`src/rtl/serial_frame_tx_pkg.sv`:
```
// Shared definitions for the serial frame transmitter and its future receiver.
// State encodings and idle/start/stop line levels live here.
package serial_frame_tx_pkg;

    typedef enum logic [1:0] {
        ST_IDLE  = 2'd0,
        ST_START = 2'd1,
        ST_DATA  = 2'd2,
        ST_STOP  = 2'd3
    } state_e;

    localparam logic SD_IDLE  = 1'b1;
    localparam logic SD_START = 1'b0;
    localparam logic SD_STOP  = 1'b1;

endpackage

```
`src/rtl/serial_frame_tx_bit_timer.sv`:
```
// Per-bit cycle counter for the serial frame transmitter.
// bit_tick marks the last cycle of a bit; last_next predicts it one cycle early.
module bit_timer #(
    parameter int BIT_CYCLES = 2
) (
    input  logic clk,
    input  logic rst,
    input  logic clr,
    output logic bit_tick,
    output logic last_next
);

    localparam int CW = $clog2(BIT_CYCLES) + 1;
    localparam logic [CW-1:0] LAST = CW'(BIT_CYCLES - 1);

    logic [CW-1:0] cnt_q;
    logic [CW-1:0] cnt_d;

    always_comb begin
        bit_tick = (cnt_q == LAST);
        cnt_d    = cnt_q + CW'(1);
        if (clr || bit_tick) begin
            cnt_d = '0;
        end
        last_next = (cnt_d == LAST);
    end

    always_ff @(posedge clk) begin
        if (rst) begin
            cnt_q <= '0;
        end else begin
            cnt_q <= cnt_d;
        end
    end

endmodule

```
`src/rtl/serial_frame_tx.sv`:
```
// Parallel-to-serial framed transmitter: start bit, data MSB first, stop bit.
// Outputs are registered from the next-state values so sd changes only on clk.
module serial_frame_tx
    import serial_frame_tx_pkg::*;
#(
    parameter int WIDTH      = 8,
    parameter int BIT_CYCLES = 2
) (
    input  logic             clk,
    input  logic             rst,
    input  logic [WIDTH-1:0] in_data,
    input  logic             in_valid,
    output logic             in_ready,
    output logic             sd,
    output logic             busy,
    output logic             done
);

    localparam int BW = $clog2(WIDTH) + 1;
    localparam logic [BW-1:0] LAST_BIT = BW'(WIDTH - 1);

    if (WIDTH < 1) begin : g_bad_width
        $error("serial_frame_tx: WIDTH must be >= 1");
    end
    if (BIT_CYCLES < 1) begin : g_bad_cycles
        $error("serial_frame_tx: BIT_CYCLES must be >= 1");
    end

    state_e           state_q, state_d;
    logic [WIDTH-1:0] shift_q, shift_d;
    logic [BW-1:0]    bit_q, bit_d;
    logic             sd_q, sd_d;
    logic             busy_q, busy_d;
    logic             done_q, done_d;
    logic             bit_tick;
    logic             last_next;
    logic             accept;

    assign in_ready = (state_q == ST_IDLE) && !rst;
    assign accept   = in_valid && in_ready;
    assign sd       = sd_q;
    assign busy     = busy_q;
    assign done     = done_q;

    bit_timer #(
        .BIT_CYCLES(BIT_CYCLES)
    ) u_timer (
        .clk      (clk),
        .rst      (rst),
        .clr      (state_q == ST_IDLE),
        .bit_tick (bit_tick),
        .last_next(last_next)
    );

    always_comb begin
        state_d = state_q;
        shift_d = shift_q;
        bit_d   = bit_q;
        case (state_q)
            ST_IDLE: begin
                if (accept) begin
                    shift_d = in_data;
                    bit_d   = '0;
                    state_d = ST_START;
                end
            end
            ST_START: begin
                if (bit_tick) state_d = ST_DATA;
            end
            ST_DATA: begin
                if (bit_tick) begin
                    shift_d = shift_q << 1;
                    if (bit_q == LAST_BIT) begin
                        bit_d   = '0;
                        state_d = ST_STOP;
                    end else begin
                        bit_d = bit_q + BW'(1);
                    end
                end
            end
            ST_STOP: begin
                if (bit_tick) state_d = ST_IDLE;
            end
            default: state_d = ST_IDLE;
        endcase

        // Line level is derived from where the FSM will be next cycle.
        case (state_d)
            ST_START: sd_d = SD_START;
            ST_DATA:  sd_d = shift_d[WIDTH-1];
            ST_STOP:  sd_d = SD_STOP;
            default:  sd_d = SD_IDLE;
        endcase
        busy_d = (state_d != ST_IDLE);
        done_d = (state_d == ST_STOP) && last_next;
    end

    always_ff @(posedge clk) begin
        if (rst) begin
            state_q <= ST_IDLE;
            shift_q <= '0;
            bit_q   <= '0;
            sd_q    <= SD_IDLE;
            busy_q  <= 1'b0;
            done_q  <= 1'b0;
        end else begin
            state_q <= state_d;
            shift_q <= shift_d;
            bit_q   <= bit_d;
            sd_q    <= sd_d;
            busy_q  <= busy_d;
            done_q  <= done_d;
        end
    end

endmodule

```
`config.mk`:
```
export PLATFORM = sky130hd
export DESIGN_NAME = serial_frame_tx
export DESIGN_NICKNAME = d
export VERILOG_FILES = /design/src/rtl/serial_frame_tx_pkg.sv /design/src/rtl/serial_frame_tx_bit_timer.sv /design/src/rtl/serial_frame_tx.sv
export SDC_FILE = /design/constraint.sdc
export NUM_CORES = 1
export LEC_CHECK = 0
export ABC_AREA = 1
export CORE_MARGIN = 2
export CORE_UTILIZATION = 53
export DETAILED_ROUTE_END_ITERATION = 7
export DONT_BUFFER_PORTS = 1
export PLACE_DENSITY = 0.71
export SLEW_MARGIN = 20
export SYNTH_ARGS = -nofsm -noshare
export SYNTH_HDL_FRONTEND = slang
export SYNTH_HIERARCHICAL = 1
export SYNTH_SLANG_ARGS = --single-unit
```
`constraint.sdc`:
```
create_clock -name clk -period 1.2 [get_ports clk]
set_clock_uncertainty 0.1 [all_clocks]
set_input_delay 0.12 -clock clk [delete_from_list [all_inputs] [get_ports clk]]
set_output_delay 0.12 -clock clk [all_outputs]
set_load 0.005 [all_outputs]
```
* After elaboration in Yosys (flattened, before gate mapping)
Index checks and enable logic that the tools add are counted.
Operators by class: $add $sub $neg 2, equality and inequality tests 11, muxes and demuxes 15, reductions and logical operators 9
Operator list (number):
- 8-bit two-way mux | 2
- 8-bit case mux with 2 select lines | 1
- 2-bit two-way mux | 6
- 4-bit two-way mux | 3
- 2-bit by 1-bit == test with 1-bit output (second input constant) | 4
- 2-bit == test (second input constant) | 4
- 2-bit case mux with 4 select lines | 1
- 4-bit case mux with 2 select lines | 1
- 4-bit by 1-bit adder with 4-bit output (second input constant) | 1
- 4-bit by 3-bit == test with 1-bit output (second input constant) | 1
- 2-bit != test (second input constant) | 2
- 2-bit nonzero test | 2
- 1-bit logical AND | 3
- 3-bit AND reduction | 1
- 2-bit by 1-bit adder with 2-bit output (second input constant) | 1
- 2-bit logical NOT | 1
- 1-bit case mux with 2 select lines | 1
- 1-bit logical NOT | 1
- 1-bit logical OR | 1
Word-level totals: flip-flop bits (word level) 19, bits of input ports 11

* Logic depth before layout (Yosys ltp)
word-level depth 7, depth in mapped cells 9, gate-level depth less buffers 9

* Cells and area by module
The synthesis kept the hierarchy.
By module, submodules not included:
- serial_frame_tx | instances 1, cells each 110, area an instance 763.2 µm²
- bit_timer | instances 1, cells each 12, area an instance 88.8 µm²

* Worst setup path after synthesis
OpenSTA, ideal clock, no wires.
path kind reg2reg, from reg u_timer.cnt_q[0], to reg sd_q (netlist: sd), setup time 0.122 ns, arrival time 1.027 ns, data required time 0.978 ns, path slack -0.049 ns, stages on the path, launching flop included 9, path buffers 0, cell sequence dfxtp_1 > ha_1 > inv_1 > nand2_1 > nand2_1 > a21oi_1 > nand3_1 > nand2_1 > nand3_1
On the way: longest elaborated chain between the ends 5, elaborated cells on any way between the ends 10, those cells by class 3 x eq/ne; 7 x mux
Ends and longest elaborated chain:
- start: declaration | RTL line serial_frame_tx_bit_timer.sv:16 | logic [CW-1:0] cnt_q;
- start signal: assignment | RTL line serial_frame_tx_bit_timer.sv:32 | cnt_q <= cnt_d;
- 2-bit by 1-bit == test with 1-bit output (*) | RTL line serial_frame_tx_bit_timer.sv:20 | bit_tick = (cnt_q == LAST);
- via bit_tick | RTL line serial_frame_tx.sv:35 | logic bit_tick;
- 2-bit two-way mux (on tied branches) | RTL line serial_frame_tx.sv:82, serial_frame_tx.sv:68, serial_frame_tx.sv:71
- 2-bit case mux with 4 select lines | RTL line serial_frame_tx.sv:59 | case (state_q)
- 2-bit == test / 2-bit by 1-bit == test with 1-bit output (equally long branches) | RTL line serial_frame_tx.sv:88 | case (state_d)
- 1-bit case mux with 2 select lines (*) | RTL line serial_frame_tx.sv:88
- end signal: assignment | RTL line serial_frame_tx.sv:103 | sd_q <= SD_IDLE;
- end signal: assignment | RTL line serial_frame_tx.sv:110 | sd_q <= sd_d;
- end: declaration | RTL line serial_frame_tx.sv:32 | logic sd_q, sd_d;
Mark *: on every way through the listed nets, which the timed path passes. The rest lies on a longest branch. The select of a mux whose other input is x is not followed. A chain may end at the register's enable or synchronous reset.

* Final worst setup path
from reg state_q[1], to reg done_q (netlist: done)
On the way: longest elaborated chain between the ends 7, elaborated cells on any way between the ends 17, those cells by class 5 x eq/ne; 7 x mux; 5 x reduce/logical
Ends and longest elaborated chain:
- start: declaration | RTL line serial_frame_tx.sv:29 | state_e state_q, state_d;
- start signal: assignment | RTL line serial_frame_tx.sv:107 | state_q <= state_d;
- 2-bit logical NOT | RTL line serial_frame_tx.sv:39, serial_frame_tx.sv:50, serial_frame_tx.sv:59
- 1-bit logical AND | RTL line serial_frame_tx.sv:39 | assign in_ready = (state_q == ST_IDLE) && !rst;
- 1-bit logical AND | RTL line serial_frame_tx.sv:40 | assign accept = in_valid && in_ready;
- 2-bit two-way mux | RTL line serial_frame_tx.sv:61 | if (accept) begin
- 2-bit case mux with 4 select lines | RTL line serial_frame_tx.sv:59
- 2-bit == test | RTL line serial_frame_tx.sv:95 | done_d = (state_d == ST_STOP) && last_next;
- 1-bit logical AND (*) | RTL line serial_frame_tx.sv:95
- end signal: assignment | RTL line serial_frame_tx.sv:112 | done_q <= done_d;
- end: declaration | RTL line serial_frame_tx.sv:34 | logic done_q, done_d;
Every way passes the cells marked *; elsewhere a longest branch is shown, timed or not.

==> results.rst <==
.. list-table::
   :header-rows: 1

   * - Metric
     - Value
   * - Total clock sinks
     - 19
   * - Relative contribution of the clock network to total power
     - 26.1%
   * - CTS root buffer
     - sky130_fd_sc_hd__clkbuf_4
   * - Via count of the routed design
     - 912
   * - Switching share of power
     - 27.8%
   * - Internal Power
     - 0.903 mW
   * - Met3 usage in global routing
     - 3.67%
   * - Actual transition at the worst max-transition pin
     - 0.517 ns
   * - Number of buffers created by CTS
     - 3
   * - Placement-stage worst setup slack
     - -0.108 ns
   * - Period utilization
     - 112%
   * - Type of the tightest min-delay check
     - in2reg
   * - Core footprint
     - 1510 sq um
   * - Top-level port count
     - 15
   * - Net switching component of the power
     - 0.348 mW
   * - Drc violations
     - 0
   * - Number of standard-cell rows in the floorplan
     - 14
   * - TritonCTS clock tree
     - done
   * - Vias in the first global route
     - 830
   * - First-pass iteration count of the detailed router
     - 4
   * - Result of the run
     - finished, violations left
   * - Sum of overflow across all layers after global routing
     - 0
   * - Iteration-0 DRC Markers
     - 16
   * - Setup WS post-layout
     - -0.149 ns
   * - Required time of the worst setup path
     - 1.32 ns
   * - Design Power
     - 1.25 mW
   * - Most used routing layer
     - met2
   * - Final antenna diode count
     - 0
   * - Buffer levels on the longest clock path
     - 2
   * - Met1 demand-to-capacity share in global routing
     - 29.7%
   * - Total placed cells including tap cells
     - 152
   * - Met2 Track Usage GR
     - 40.6%
   * - Worst VDD drop
     - 0.794 mV
   * - RSZ-0062 raised after global routing
     - true
   * - Wire length of the first global-routing pass
     - 3360 um
   * - Syn Nets
     - 135
   * - Cell Chain, Critical Path
     - buf_4 -> nand2_1 -> nand2_2 -> o21ai_2 -> o21ai_2 -> nor3_1
   * - Die extent in x
     - 44.1 um
   * - Most used cells in the layout excluding fill and tap cells
     - sky130_fd_sc_hd__nand2_1, sky130_fd_sc_hd__buf_4, sky130_fd_sc_hd__dfxtp_1, sky130_fd_sc_hd__inv_1, sky130_fd_sc_hd__dlygate4sd3_1
   * - RR Startpoint
     - state_q[1]$_SDFF_PP0_
   * - Endpoint kind of the worst setup timing path
     - register
   * - Crit path launch
     - state_q[1]$_SDFF_PP0_
   * - Final cell count without fillers
     - 167
   * - Setup TNS
     - -0.973 ns
   * - Antenna-violating nets left
     - 0
   * - GP Congestion
     - 0.846
   * - Wire length per cell
     - 13.1 um
   * - Fin nets
     - 165
   * - Top cell by count, worst path
     - sky130_fd_sc_hd__o21ai_2
   * - Violations in the final reports
     - negative setup slack
   * - Number of antenna violations at the first check in global routing
     - 0
   * - Initial core utilization
     - 56.6%
   * - Kind of launch point of the worst setup path
     - register
   * - Pin count of the biggest net entering global routing
     - 15
   * - Number of cells on the worst reg-to-reg path
     - 6
   * - Buffers on Ports
     - 0
   * - Worst endpoint data arrival time
     - 1.47 ns
   * - Share of post-route cells with drive strength above 1
     - 37.1%
   * - Type of the setup path with the least slack
     - reg2reg
   * - Final setup fails
     - 14
   * - Critical path peak fanout
     - 4
   * - Synthesized flop and latch total
     - 19
   * - CP peak stage delay
     - 0.38 ns
   * - Warning count from the yosys run
     - 6
   * - Logic pwr share
     - 18.8%
   * - Total die area
     - 1940 sq um
   * - Clock-pin slew on the worst setup and hold paths
     - 0.11 ns
   * - Max-Slew Margin vs Limit
     - 65.4%
   * - Hold Slack
     - 0.0263 ns
   * - FMAX
     - 742 MHz
   * - Static leakage power
     - 0.521 nW
   * - Synth Cell Area
     - 852 sq um
   * - HPWL after DPL
     - 1280 um
   * - Die outline height
     - 44.1 um
   * - Final hold vios
     - 0
   * - Mapped Cells
     - 122
   * - Most common cell after layout, fill and taps aside
     - sky130_fd_sc_hd__nand2_1
   * - PwrDens
     - 983 nW/um^2
   * - Maxcap violations
     - 0
   * - Sequential cell fraction of total power
     - 55.1%
   * - All-Layer GR Usage
     - 23.5%
   * - Final Max Slew Viols
     - 0
   * - Count of different cell masters after synthesis
     - 20
   * - Area growth, synth to finish
     - 49.3%
   * - Shortest clock period the worst path allows after layout
     - 1.35 ns
   * - Master of the slowest instance on the critical path
     - sky130_fd_sc_hd__dfxtp_4
   * - Total number of H-tree levels
     - 1
   * - Via-to-Cell Ratio
     - 5.46
   * - Hold path cells
     - 4
   * - Clock Latency Late Sink
     - 0.30 ns
   * - Critical hold path startpoint
     - in_valid
   * - Wire length reported by the detailed router
     - 2190 um
   * - Portion of the post-synthesis area used by sequential elements
     - 44.6%
   * - Avg Cell Area, Syn
     - 6.98 sq um
## cell usage after synthesis
| cell | instances | area [sq um] |
|---|---|---|
| sky130_fd_sc_hd__nand2_2 | 1 | 6.26 |
| sky130_fd_sc_hd__clkbuf_1 | 1 | 3.75 |
| sky130_fd_sc_hd__inv_2 | 2 | 7.51 |
| sky130_fd_sc_hd__o21ai_0 | 2 | 10.0 |
| sky130_fd_sc_hd__nor2_1 | 10 | 37.5 |
| sky130_fd_sc_hd__nand2_1 | 43 | 161 |
| sky130_fd_sc_hd__nor3_1 | 1 | 5.00 |
| sky130_fd_sc_hd__dfxtp_1 | 19 | 380 |
| sky130_fd_sc_hd__o21ai_1 | 1 | 5.00 |
| sky130_fd_sc_hd__o21bai_1 | 1 | 7.51 |
| sky130_fd_sc_hd__nand4_1 | 1 | 6.26 |
| sky130_fd_sc_hd__o21ai_2 | 1 | 8.76 |
| sky130_fd_sc_hd__nand3_1 | 7 | 35.0 |
| sky130_fd_sc_hd__o211a_1 | 1 | 10.0 |
| sky130_fd_sc_hd__nand3_2 | 1 | 10.0 |
| sky130_fd_sc_hd__inv_1 | 14 | 52.6 |
| sky130_fd_sc_hd__a31oi_1 | 7 | 43.8 |
| sky130_fd_sc_hd__a21oi_1 | 6 | 30.0 |
| sky130_fd_sc_hd__nor2_2 | 1 | 6.26 |
| sky130_fd_sc_hd__ha_1 | 2 | 25.0 |
## critical path: cells and delay by family, from the launching register on
kind / cells / cell delay [ns]
compound gates: 2 / 0.33
buf+inv: 1 / 0.14
flops: 1 / 0.38
simple gates: 3 / 0.32
## stage by stage
step / util [%] / cell area (sq um)
3_3_place_gp: 66.1 / 996
4_1_cts: 80.5 / 1210
6_report: 84.5 / 1270
2_1_floorplan: - / 867
5_1_grt: 84.5 / 1270
3_5_place_dp: 66.1 / 996
## timing repair
| item | CTS | global route |
|---|---|---|
| setup endpoints to repair | 17 | 17 |
| cloned | 0 | 0 |
| resized for setup | 28 | 18 |
| hold buffers | 9 | 0 |
| pin swaps | 12 | 12 |
| endpoints found under the hold margin | 16 | 0 |
| buffers inserted | 1 | 1 |
## cell families after synthesis
kind of cell / share of synthesized area (%)
compound gates: 13.5
fa+ha+maj: 2.94
buf+inv: 7.49
flops: 44.6
simple gates: 31.4
## layout make-up
type / count / area [sq um]
Tap cell: 16 / 20.0
Sequential cell: 19 / 392
Timing Repair Buffer: 26 / 225
Inverter: 16 / 75.1
Multi-Input combinational cell: 86 / 534
Fill cell: 88 / 234
Clock buffer: 4 / 26.3
## layer usage
metal / vias up / wire, um
met5: - / 0
met4: 0 / 38
met3: 4 / 73
met2: 22 / 1100
met1: 435 / 977
li1: 451 / -
## power groups by stage
stage / Sequential, mW / Combinational, mW / Clock [mW]
2_1_floorplan: 0.696 / 0.0985 / 0
3_3_place_gp: 0.698 / 0.142 / 0
3_5_place_dp: 0.699 / 0.144 / 0
4_1_cts: 0.690 / 0.206 / 0.332
5_1_grt: 0.694 / 0.255 / 0.359
6_report: 0.689 / 0.235 / 0.327
## state kept, by name (all words and copies together), names as in the netlist
register	count
bit_q	4
done	1
u_timer/cnt_q	2
shift_q	8
sd	1
state_q	2
busy	1
## worst paths after layout
check	end	slack [ns]
min reg2reg	shift_q[1]$_SDFFE_PP0P_	0.38
max reg2reg	done$_SDFF_PP0_	-0.15
max	done$_SDFF_PP0_	-0.15
min	shift_q[6]$_SDFFE_PP0P_	0.03
No activity file was read; power rests on OpenSTA's default activity.
